`src/rtl/if_stage.sv`:
```
// Instruction-fetch stage of the pipelined RV32I core.
// Owns the PC, drives the word address into a combinational instruction
// memory, and registers the fetched word into the IF/ID pipeline register.
// Handles load-use stalls, redirect with flush, and halting on EBREAK.
module if_stage #(
  parameter logic [31:0] RESET_PC    = 32'h0000_0000,
  parameter logic [31:0] NOP_INST    = 32'h0000_0033,
  parameter logic [31:0] EBREAK_INST = 32'h0010_0073
) (
  input  logic        clk,
  input  logic        rst,
  input  logic        stall,
  input  logic        redirect,
  input  logic [31:0] redirect_target,
  output logic [29:0] imem_addr,
  input  logic [31:0] imem_data,
  output logic        ifid_valid,
  output logic [31:0] ifid_pc,
  output logic [31:0] ifid_pc_plus4,
  output logic [31:0] ifid_inst,
  output logic        halted
);

  localparam logic [0:0] ST_RUN    = 1'b0;
  localparam logic [0:0] ST_HALTED = 1'b1;

  logic [0:0]  state_q, state_d;
  logic [31:0] pc_q, pc_d;
  logic        ifid_valid_q, ifid_valid_d;
  logic [31:0] ifid_pc_q, ifid_pc_d;
  logic [31:0] ifid_pc_plus4_q, ifid_pc_plus4_d;
  logic [31:0] ifid_inst_q, ifid_inst_d;

  logic [31:0] pc_plus4;
  logic [31:0] target_aligned;
  logic        fetched_ebreak;

  // Sequential PC is 32-bit modulo; redirect targets are forced word-aligned.
  assign pc_plus4       = pc_q + 32'd4;
  assign target_aligned = {redirect_target[31:2], 2'b00};
  assign fetched_ebreak = (imem_data == EBREAK_INST);

  // Next-state logic for PC, fetch state and the IF/ID register.
  always_comb begin
    // NOTE: every signal gets a hold default first so no path leaves it unassigned (no latches).
    state_d         = state_q;
    pc_d            = pc_q;
    ifid_valid_d    = ifid_valid_q;
    ifid_pc_d       = ifid_pc_q;
    ifid_pc_plus4_d = ifid_pc_plus4_q;
    ifid_inst_d     = ifid_inst_q;

    if (redirect) begin
      // Flush wins over stall and over a pending or fetched EBREAK.
      state_d         = ST_RUN;
      pc_d            = target_aligned;
      ifid_valid_d    = 1'b0;
      ifid_pc_d       = 32'd0;
      ifid_pc_plus4_d = 32'd0;
      ifid_inst_d     = NOP_INST;
    end else if (state_q == ST_HALTED) begin
      // PC frozen; while stalled the EBREAK stays visible to decode.
      if (!stall) begin
        ifid_valid_d    = 1'b0;
        ifid_pc_d       = 32'd0;
        ifid_pc_plus4_d = 32'd0;
        ifid_inst_d     = NOP_INST;
      end
    end else if (!stall) begin
      ifid_valid_d    = 1'b1;
      ifid_pc_d       = pc_q;
      ifid_pc_plus4_d = pc_plus4;
      ifid_inst_d     = imem_data;
      if (fetched_ebreak) begin
        state_d = ST_HALTED;
      end else begin
        pc_d = pc_plus4;
      end
    end
  end

  // State registers with asynchronous active-high reset.
  always_ff @(posedge clk or posedge rst) begin
    // NOTE: non-blocking assignments so every flop samples the pre-edge values.
    if (rst) begin
      state_q         <= ST_RUN;
      pc_q            <= RESET_PC;
      ifid_valid_q    <= 1'b0;
      ifid_pc_q       <= 32'd0;
      ifid_pc_plus4_q <= 32'd0;
      ifid_inst_q     <= NOP_INST;
    end else begin
      state_q         <= state_d;
      pc_q            <= pc_d;
      ifid_valid_q    <= ifid_valid_d;
      ifid_pc_q       <= ifid_pc_d;
      ifid_pc_plus4_q <= ifid_pc_plus4_d;
      ifid_inst_q     <= ifid_inst_d;
    end
  end

  assign imem_addr     = pc_q[31:2];
  assign ifid_valid    = ifid_valid_q;
  assign ifid_pc       = ifid_pc_q;
  assign ifid_pc_plus4 = ifid_pc_plus4_q;
  assign ifid_inst     = ifid_inst_q;
  assign halted        = (state_q == ST_HALTED);

endmodule

```
`config.mk`:
```
export PLATFORM = sky130hd
export DESIGN_NAME = if_stage
export DESIGN_NICKNAME = d
export VERILOG_FILES = /design/src/rtl/if_stage.sv
export SDC_FILE = /design/constraint.sdc
export NUM_CORES = 1
export LEC_CHECK = 0
export BUFFER_PORTS_ARGS = -buffer_cell sky130_fd_sc_hd__buf_2
export CORE_MARGIN = 4
export CORE_UTILIZATION = 46
export CTS_CLUSTER_DIAMETER = 100
export DETAILED_ROUTE_END_ITERATION = 16
export PLACE_DENSITY = 0.86
export SLEW_MARGIN = 10
export SYNTH_ARGS = -nofsm -noshare
export SYNTH_HDL_FRONTEND = slang
export SYNTH_SLANG_ARGS = --single-unit
```
`constraint.sdc`:
```
create_clock -name clk -period 4.7 [get_ports clk]
set_input_delay 1.175 -clock clk [delete_from_list [all_inputs] [get_ports clk]]
set_output_delay 1.175 -clock clk [all_outputs]
set_load 0.02 [all_outputs]
```
# --- Word-level counts from Yosys, hierarchy flattened ---
# Index checks and enable logic that the tools add are counted.
# Widths: inputs -> output; s select.
totals:
  reg_bits: 130
  elab_cells: 35
  inputBits: 68
classes:
  n_reduce_logical: 1
  muxes: 23
  addsub: 1
  n_eq_ne: 4
op_table:
  columns: ["op", "count"]
  rows:
  - ["$mux 32", 15]
  - ["$add 32x3->32 const B", 1]
  - ["$eq 32x21->1 const B", 1]
  - ["$mux 1", 8]
  - ["$ne 2x2->1 const B", 2]
  - ["$reduce_and 3->1", 1]
  - ["$ne 2x1->1 const B", 1]

# --- Depth between registers and ports, before layout ---
# Gate-level depths: netlist of run 1.
logic_depth:
  depth_word: 5
  ltp_mapped: 7
  depth_no_buf: 6

# --- Least setup slack after synthesis of run 1 ---
# OpenSTA, ideal clock, no wires.
synth_timing:
  path_kind: "register to register"
  startpoint: "reg pc_q[2]"
  endpoint: "reg pc_q[22]"
  path_buffers: 1
  synth_period_minus_slack_ps: 2811
  setup_slack_ps: 1889
  path_stages_with_launch: 8
  arrival_ps: 2740
  path_cell_list: "dfrtp_1 -> ha_1 -> nand3_2 -> or4_1 -> buf_2 -> or4_4 -> or4_1 -> nand4_1"
synth_via:
  elab_chain_len: 5
synth_lines:
  columns: ["element", "line", "text"]
  rows:
  - ["start: declaration", "28", "logic [31:0] pc_q, pc_d;"]
  - ["start signal: assignment", "94", "pc_q <= pc_d;"]
  - ["$add 32x3->32", "39", "assign pc_plus4 = pc_q + 32'd4;"]
  - ["$mux 32", "74", "if (fetched_ebreak) begin"]
  - ["$mux 32", "69", "end else if (!stall) begin"]
  - ["$mux 32", "61", "end else if (state_q == ST_HALTED) begin"]
  - ["$mux 32", "53", "if (redirect) begin"]
# No other way between the ends. The select of a mux whose other input is x is not followed.
# A chain may end at the register's enable or synchronous reset.

# --- Final worst setup path of run 1 ---
# Same ends and word-level chain as after synthesis.

==> results of run 1 <==
==> critical path, cell delays in order (launching register included) <==
cell and delay, ns:
dfrtp_1 0.56, ha_1 0.37, nand3_2 0.24, or4_1 0.76, or4_4 0.57, or4_1 0.47, nand4_1 0.10
==> logic make-up after synthesis <==
family          Yosys count  synth area share, %
flops                   125                 52.4
fa+ha+maj                 1                0.209
compound gates          163                 20.5
mux                       1                0.167
xor+xnor                 28                 4.10
simple gates            202                 17.8
buf+inv                  69                 4.79
==> sequential cells by signal (all words and copies together), names as in the netlist <==
name	flops
halted	1
pc_q	30
ifid_pc	31
ifid_valid	1
ifid_inst	32
ifid_pc_plus4	30
==> area by class of cell <==
type / instances / area [µm²] / area share, %
Timing Repair Buffer: 203 / 1050 / 13.9
Inverter: 5 / 21.3 / 0.281
Sequential cell: 125 / 3130 / 41.4
Clock inverter: 7 / 87.6 / 1.16
Tap cell: 172 / 215 / 2.84
Clock buffer: 24 / 482 / 6.36
Multi-Input combinational cell: 395 / 2580 / 34.1
==> per-stage QoR <==
step	setup slack [ns]	util [%]	instance area, µm²
after floorplan	0.204	-	5980
after global placement	1.44	55.3	7010
after detailed placement	1.41	55.3	7010
after CTS	1.60	59.8	7570
after global routing	1.47	59.8	7570
final	1.56	59.8	7570
==> synth_stat cells, types with 7 or more instances <==
master    count
a21oi_1       9
a221oi_1      7
a22o_1       53
a22oi_1       8
buf_1        11
clkbuf_1     41
dfrtp_1     121
nand2_1      62
nand3_1      21
nand4_1      17
nor2_1       32
nor3_1       14
nor4_1       10
o21ai_0      38
or3_1         9
or4_1         7
xnor2_1      18
xor2_1       10
==> power groups by stage <==
stage,clock network [µW],logic (µW),registers [µW]
CTS,1290,458,1260
global placement,0,450,1270
global route,1350,497,1270
detailed placement,0,457,1270
floorplan,0,227,1320
finish,1270,455,1260
==> worst max-delay path by stage <==
stage	cells after the start	endpoint
floorplan	1	halted
global placement	6	pc_q[29]
detailed placement	6	pc_q[6]
CTS	6	pc_q[22]
global route	6	pc_q[22]
finish	6	pc_q[22]
==> placed cells by master, fill, tap and decap left out, types with 4 or more instances in the layout <==
master / instances
buf_2: 193
dfrtp_1: 121
nand2_1: 62
a22o_1: 53
o21ai_0: 38
nor2_1: 31
nand3_1: 21
xnor2_1: 18
nand4_1: 17
clkbuf_16: 17
nor3_1: 13
xor2_1: 10
nor4_1: 10
or3_1: 9
a21oi_1: 9
buf_4: 9
a22oi_1: 8
or4_1: 7
a221oi_1: 7
nor4b_1: 6
o31ai_1: 6
o41ai_1: 6
o22a_1: 4
nor3b_1: 4
clkbuf_1: 4
clkinv_2: 4
dfstp_2: 4
==> routing by layer <==
metal	global-route usage [%]	wire [µm]	vias to the layer above
li1	-	-	2507
met1	34.8	7640	2585
met2	37.9	8080	300
met3	6.73	1970	42
met4	10.7	524	0
met5	0	0	-
==> impl_metrics.json, run 1 <==
{
  "ys_warn_count": 0,
  "post-route-drc-count": 0,
  "initial_core_util_pct": 47.2,
  "placeableCoreArea_um2": 12700,
  "ys_top_cells_by_area": "dfrtp_1, a22o_1, nand2_1",
  "synth_edf_count": 0,
  "critPathArrivalTime_ns": 3.49,
  "syn_avg_cell_area_um2": 10.2,
  "pwr-share-seq_pct": 42.2,
  "syn-num-nets": 658,
  "r2r-end": "pc_q[22]",
  "drtIter0Drc": 444,
  "fin_crit_sh_pct": 66.8,
  "cp-end-kind": "register",
  "slew_headroom_pct": 21.2,
  "hold_buffers": 0,
  "synth-seq-area-share_pct": 52.4,
  "yosysTopAreaCellShare_pct": 50.6,
  "tightest_slew_ns": 1.17,
  "rsz0062_at_grt": "no",
  "min_from": "ifid_pc_plus4[5]",
  "antenna_found_initial": 0,
  "cts_resized": 0,
  "ys_async_sr_fraction_pct": 100,
  "fin_cells": 931,
  "start_kind": "register",
  "finalSetupViolCount": 0,
  "root_buffer": "clkbuf_16",
  "hold-path-endpoint": "ifid_pc_plus4[5]",
  "reg2reg_from": "pc_q[2]",
  "final_nets": 816,
  "grt_pass1_wl_mm": 29.0,
  "viasPerCell": 5.84,
  "finalMaxSlewViolations": 0,
  "grt_max_degree": 58,
  "clock_sinks": 125,
  "syn_inst": 589,
  "cts_buffers": 17,
  "ys_types": 62,
  "hold_viol": 0,
  "r2r_cells": 6,
  "clock_skew_ns": 0.0116,
  "grt_pass1_vias": 5288,
  "ant_nets": 0,
  "wl_mm": 18.2,
  "io_pins": 196,
  "cp-startpoint": "pc_q[2]",
  "antenna_cells": 0,
  "critPathKind": "reg -> reg",
  "post-cts-setup-buffer-count": 0,
  "status": "finished clean",
  "insertion_delay_ns": 0.42,
  "die_area_um2": 14900,
  "drt_pre_antenna_iters": 5,
  "dp.final_hpwl_mm": 12.5,
  "vias": 5434,
  "clock_path_buffers": 2,
  "syn_to_final_growth_pct": 26.6,
  "clkTransAtPathRegs_ns": 0.05,
  "p_switching_uw": 845,
  "routedWlPerCell_um": 19.6,
  "std_cell_rows": 41,
  "syn_area_um2": 5980,
  "cts_tree": "yes",
  "clock.fmax_mhz": 318,
  "gr-usage-all-layers_pct": 25.3,
  "switching_share_pct": 28.3,
  "die_h_um": 122,
  "ys_ff_latch": 125,
  "hold_depth": 2,
  "die-width_um": 122,
  "gp_congestion": 0.872,
  "tns_ns": 0,
  "dp_cells": 900,
  "hold_ws_ns": 0.468,
  "htreeDepth": 4,
  "reg2reg_setup_slack_ns": 1.56,
  "ys.flop_type": "dfrtp_1",
  "period_minus_slack_ns": 3.14,
  "p_per_area_nw_per_um2": 394,
  "final_layout_size_suffix_gt1_share_pct": 32.9,
  "total_power_uw": 2980,
  "vdd_drop_max_v": 0.000209,
  "p_comb_share_pct": 15.3,
  "maxCapViolCount": 0,
  "critPathMaxFanout": 10,
  "cp.required_ns": 5.05,
  "internal_power_uw": 2140,
  "p_leak_uw": 0.00355,
  "nFillCells": 1124,
  "hp-class": "reg -> reg",
  "port_buffers": 193,
  "grt_overflow_total": 0,
  "p_clk_share_pct": 42.6,
  "synth_area_leader_cell": "dfrtp_1"
}
(Power assumes the default switching activity.)
==> run 2: changes to the inputs <==
ABC_AREA = 1   (was unset)
PLACE_DENSITY = 0.85   (was 0.86)
clock period = 2.6 ns   (was 4.7 ns; I/O delays follow)
==> run 2 against run 1 <==
Compared with the run above:
- largest cell class unchanged
- sequential share of layout area down 0.76 points
- clock power up 98%
- register-to-register slack worse by 0.96 ns
- routed wire length down 1.2%
- worst setup slack worse by 1.1 ns
- critical path type is now in -> reg
- cell area up 1.9%
- critical endpoint is now pc_q[31]
- clock-buffer cell count down 1
==> impl_metrics.json, run 2 <==
{
  "cts_resized": 0,
  "cp_slowest_cell": "nor2_4",
  "dp_slack_ns": 0.0744,
  "dp_cells": 1092,
  "pwr-share-seq_pct": 39.5,
  "die-width_um": 122,
  "vdd_drop_max_v": 0.000395,
  "maxCapViolCount": 0,
  "fin_util_pct": 60.7,
  "placeableCoreArea_um2": 12700,
  "htreeDepth": 4,
  "period_minus_slack_ns": 2.12,
  "viasPerCell": 5.15,
  "p_comb_share_pct": 16.6,
  "yosysMostFrequentCell": "nand2_1",
  "die_h_um": 122,
  "slew_headroom_pct": 31.9,
  "p_leak_uw": 0.00422,
  "grt_pass1_vias": 5464,
  "final_cell_mix": "nand2_1, buf_2, dfrtp_1, o21ai_0, inv_1",
  "ys_top_cells_by_area": "dfrtp_1, nand2_1, o21ai_0",
  "final_layout_size_suffix_gt1_share_pct": 28.3,
  "cp_common_cell": "nand2_1",
  "ys_types": 25,
  "grt_max_degree": 86,
  "drtIter0Drc": 497,
  "clock_path_buffers": 2,
  "status": "finished clean",
  "synth_edf_count": 0,
  "critPathMaxFanout": 42,
  "final_common_cell": "nand2_1",
  "switching_share_pct": 28.2,
  "cts_buffers": 17,
  "finalSetupViolCount": 0,
  "routedWlPerCell_um": 16.0,
  "die_area_um2": 15000,
  "syn_avg_cell_area_um2": 7.99,
  "gp_congestion": 0.846,
  "clkTransAtPathRegs_ns": 0.05,
  "largest_reg_flops": 32,
  "clock.fmax_mhz": 471,
  "insertion_delay_ns": 0.41,
  "critPathKind": "in -> reg",
  "cp-end-kind": "register",
  "cp_slowest_stage_delay_ns": 0.79,
  "post-cts-setup-buffer-count": 0,
  "syn_inst": 752,
  "finalMaxSlewViolations": 0,
  "wl_mm": 18.0,
  "port_buffers": 193,
  "ys_warn_count": 0,
  "synth_area_leader_cell": "dfrtp_1",
  "ys_ff_latch": 125,
  "syn_area_um2": 6010,
  "path_cells": "buf_2 > inv_2 > nor2_4 > inv_2 > nand2_1 > nor2_4 > inv_4 > nand2_1 > nand2_1",
  "r2r-end": "pc_q[31]",
  "syn-num-nets": 821,
  "grt_overflow_total": 0,
  "cp.required_ns": 2.89,
  "path_delay_family": "simple AND/OR/NAND/NOR gates",
  "p_clk_share_pct": 43.9,
  "initial_core_util_pct": 47.2,
  "ant_nets": 0,
  "yosysTopAreaCellShare_pct": 50.4,
  "reg2reg_from": "halted",
  "hold_viol": 0,
  "critical_path_buf_inv_count": 4,
  "syn_to_final_growth_pct": 28.4,
  "reg2reg_setup_slack_ns": 0.60,
  "fin_ws_ns": 0.478,
  "cts_tree": "yes",
  "io_pins": 196,
  "final_nets": 1008,
  "ys.flop_type": "dfrtp_1",
  "clock_skew_ns": 0.00771,
  "synth-seq-area-share_pct": 52.1,
  "tightest_slew_ns": 1.02,
  "root_buffer": "clkbuf_16",
  "p_per_area_nw_per_um2": 741,
  "tns_ns": 0,
  "std_cell_rows": 41,
  "clock_sinks": 125,
  "fin_cells": 1122,
  "gr-usage-all-layers_pct": 24.6,
  "grt_pass1_wl_mm": 28.2,
  "internal_power_uw": 4100,
  "ys_async_sr_fraction_pct": 100,
  "vias": 5773,
  "fin_crit_sh_pct": 81.6,
  "antenna_cells": 0,
  "p_switching_uw": 1610,
  "post-route-drc-count": 0,
  "dp.final_hpwl_mm": 12.8,
  "hp-class": "in -> async",
  "synth_common_cells": "nand2_1, dfrtp_1, o21ai_0, inv_1, nand3_1",
  "antenna_found_initial": 0,
  "r2r_cells": 6,
  "critPathArrivalTime_ns": 2.41,
  "rsz0062_at_grt": "no",
  "drt_pre_antenna_iters": 6,
  "hold_buffers": 0,
  "start_kind": "primary input"
}
## run 2: cell types whose count changed after synthesis, moves of 11 or more
cell / delta
nand2_1: +230
inv_1: +56
nand3_1: +35
a22o_1: -32
o21ai_0: +28
clkbuf_1: -24
xnor2_1: -18
nand4_1: -17
nor3_1: -14
nor2_1: +12
buf_1: -11
or2_2: +11
## run 2: logic make-up (layout without fill, tap and decap cells)
group	after synthesis	in the layout	synth area share (%)
fa+ha+maj	1	1	0.208
buf+inv	98	296	7.04
flops	125	125	52.1
xor+xnor	5	5	0.729
compound gates	99	99	10.2
simple gates	424	424	29.7
## run 2: final cells by class
| type | count | area [µm²] |
|---|---|---|
| clock buffers | 23 | 488 |
| well taps | 172 | 215 |
| multi-input cells | 529 | 2450 |
| clock inverters | 7 | 135 |
| inverters | 64 | 246 |
| fillers | 1162 | 5010 |
| repair buffers | 202 | 1050 |
| flip-flops and latches | 125 | 3130 |
## run 2: layer usage
layer / share of wire (%) / routed length, µm / vias up / track usage, %
li1: - / - / 2766 / -
met1: 42 / 7630 / 2720 / 32.5
met2: 47 / 8460 / 254 / 39.4
met3: 8.2 / 1480 / 33 / 6.04
met4: 2.4 / 431 / 0 / 9.10
met5: 0 / 0 / - / 0
## run 2: through the flow
step | cell area (µm²) | power (µW) | hold WS (ns)
floorplan | 6010 | 2860 | 0.589
global placement | 7090 | 3220 | 0.459
detailed placement | 7090 | 3240 | 0.460
CTS | 7720 | 5760 | 0.385
global route | 7720 | 5980 | 0.401
finish | 7720 | 5720 | 0.352
## run 2: how the worst max path moves through the flow
stage	from	to	slack (ns)	cells after the start
3_3_place_gp	stall	pc_q[21]	0.12	9
3_5_place_dp	stall	pc_q[20]	0.07	9
2_1_floorplan	rst	halted	0.41	1
6_report	stall	pc_q[31]	0.48	9
5_1_grt	redirect	pc_q[31]	0.33	10
4_1_cts	stall	pc_q[31]	0.50	9
## run 2: tightest hold or removal path, cell delays in order
cell        delay [ns]
buf_2             0.11
clkinvlp_4        0.08
buf_12            0.34
## run 2: power by group through the flow
stage	Combinational (µW)	Sequential [µW]	Clock [µW]
after floorplan	397	2470	0
after global routing	1050	2280	2650
after global placement	938	2280	0
after CTS	958	2250	2540
final	951	2260	2510
after detailed placement	952	2290	0
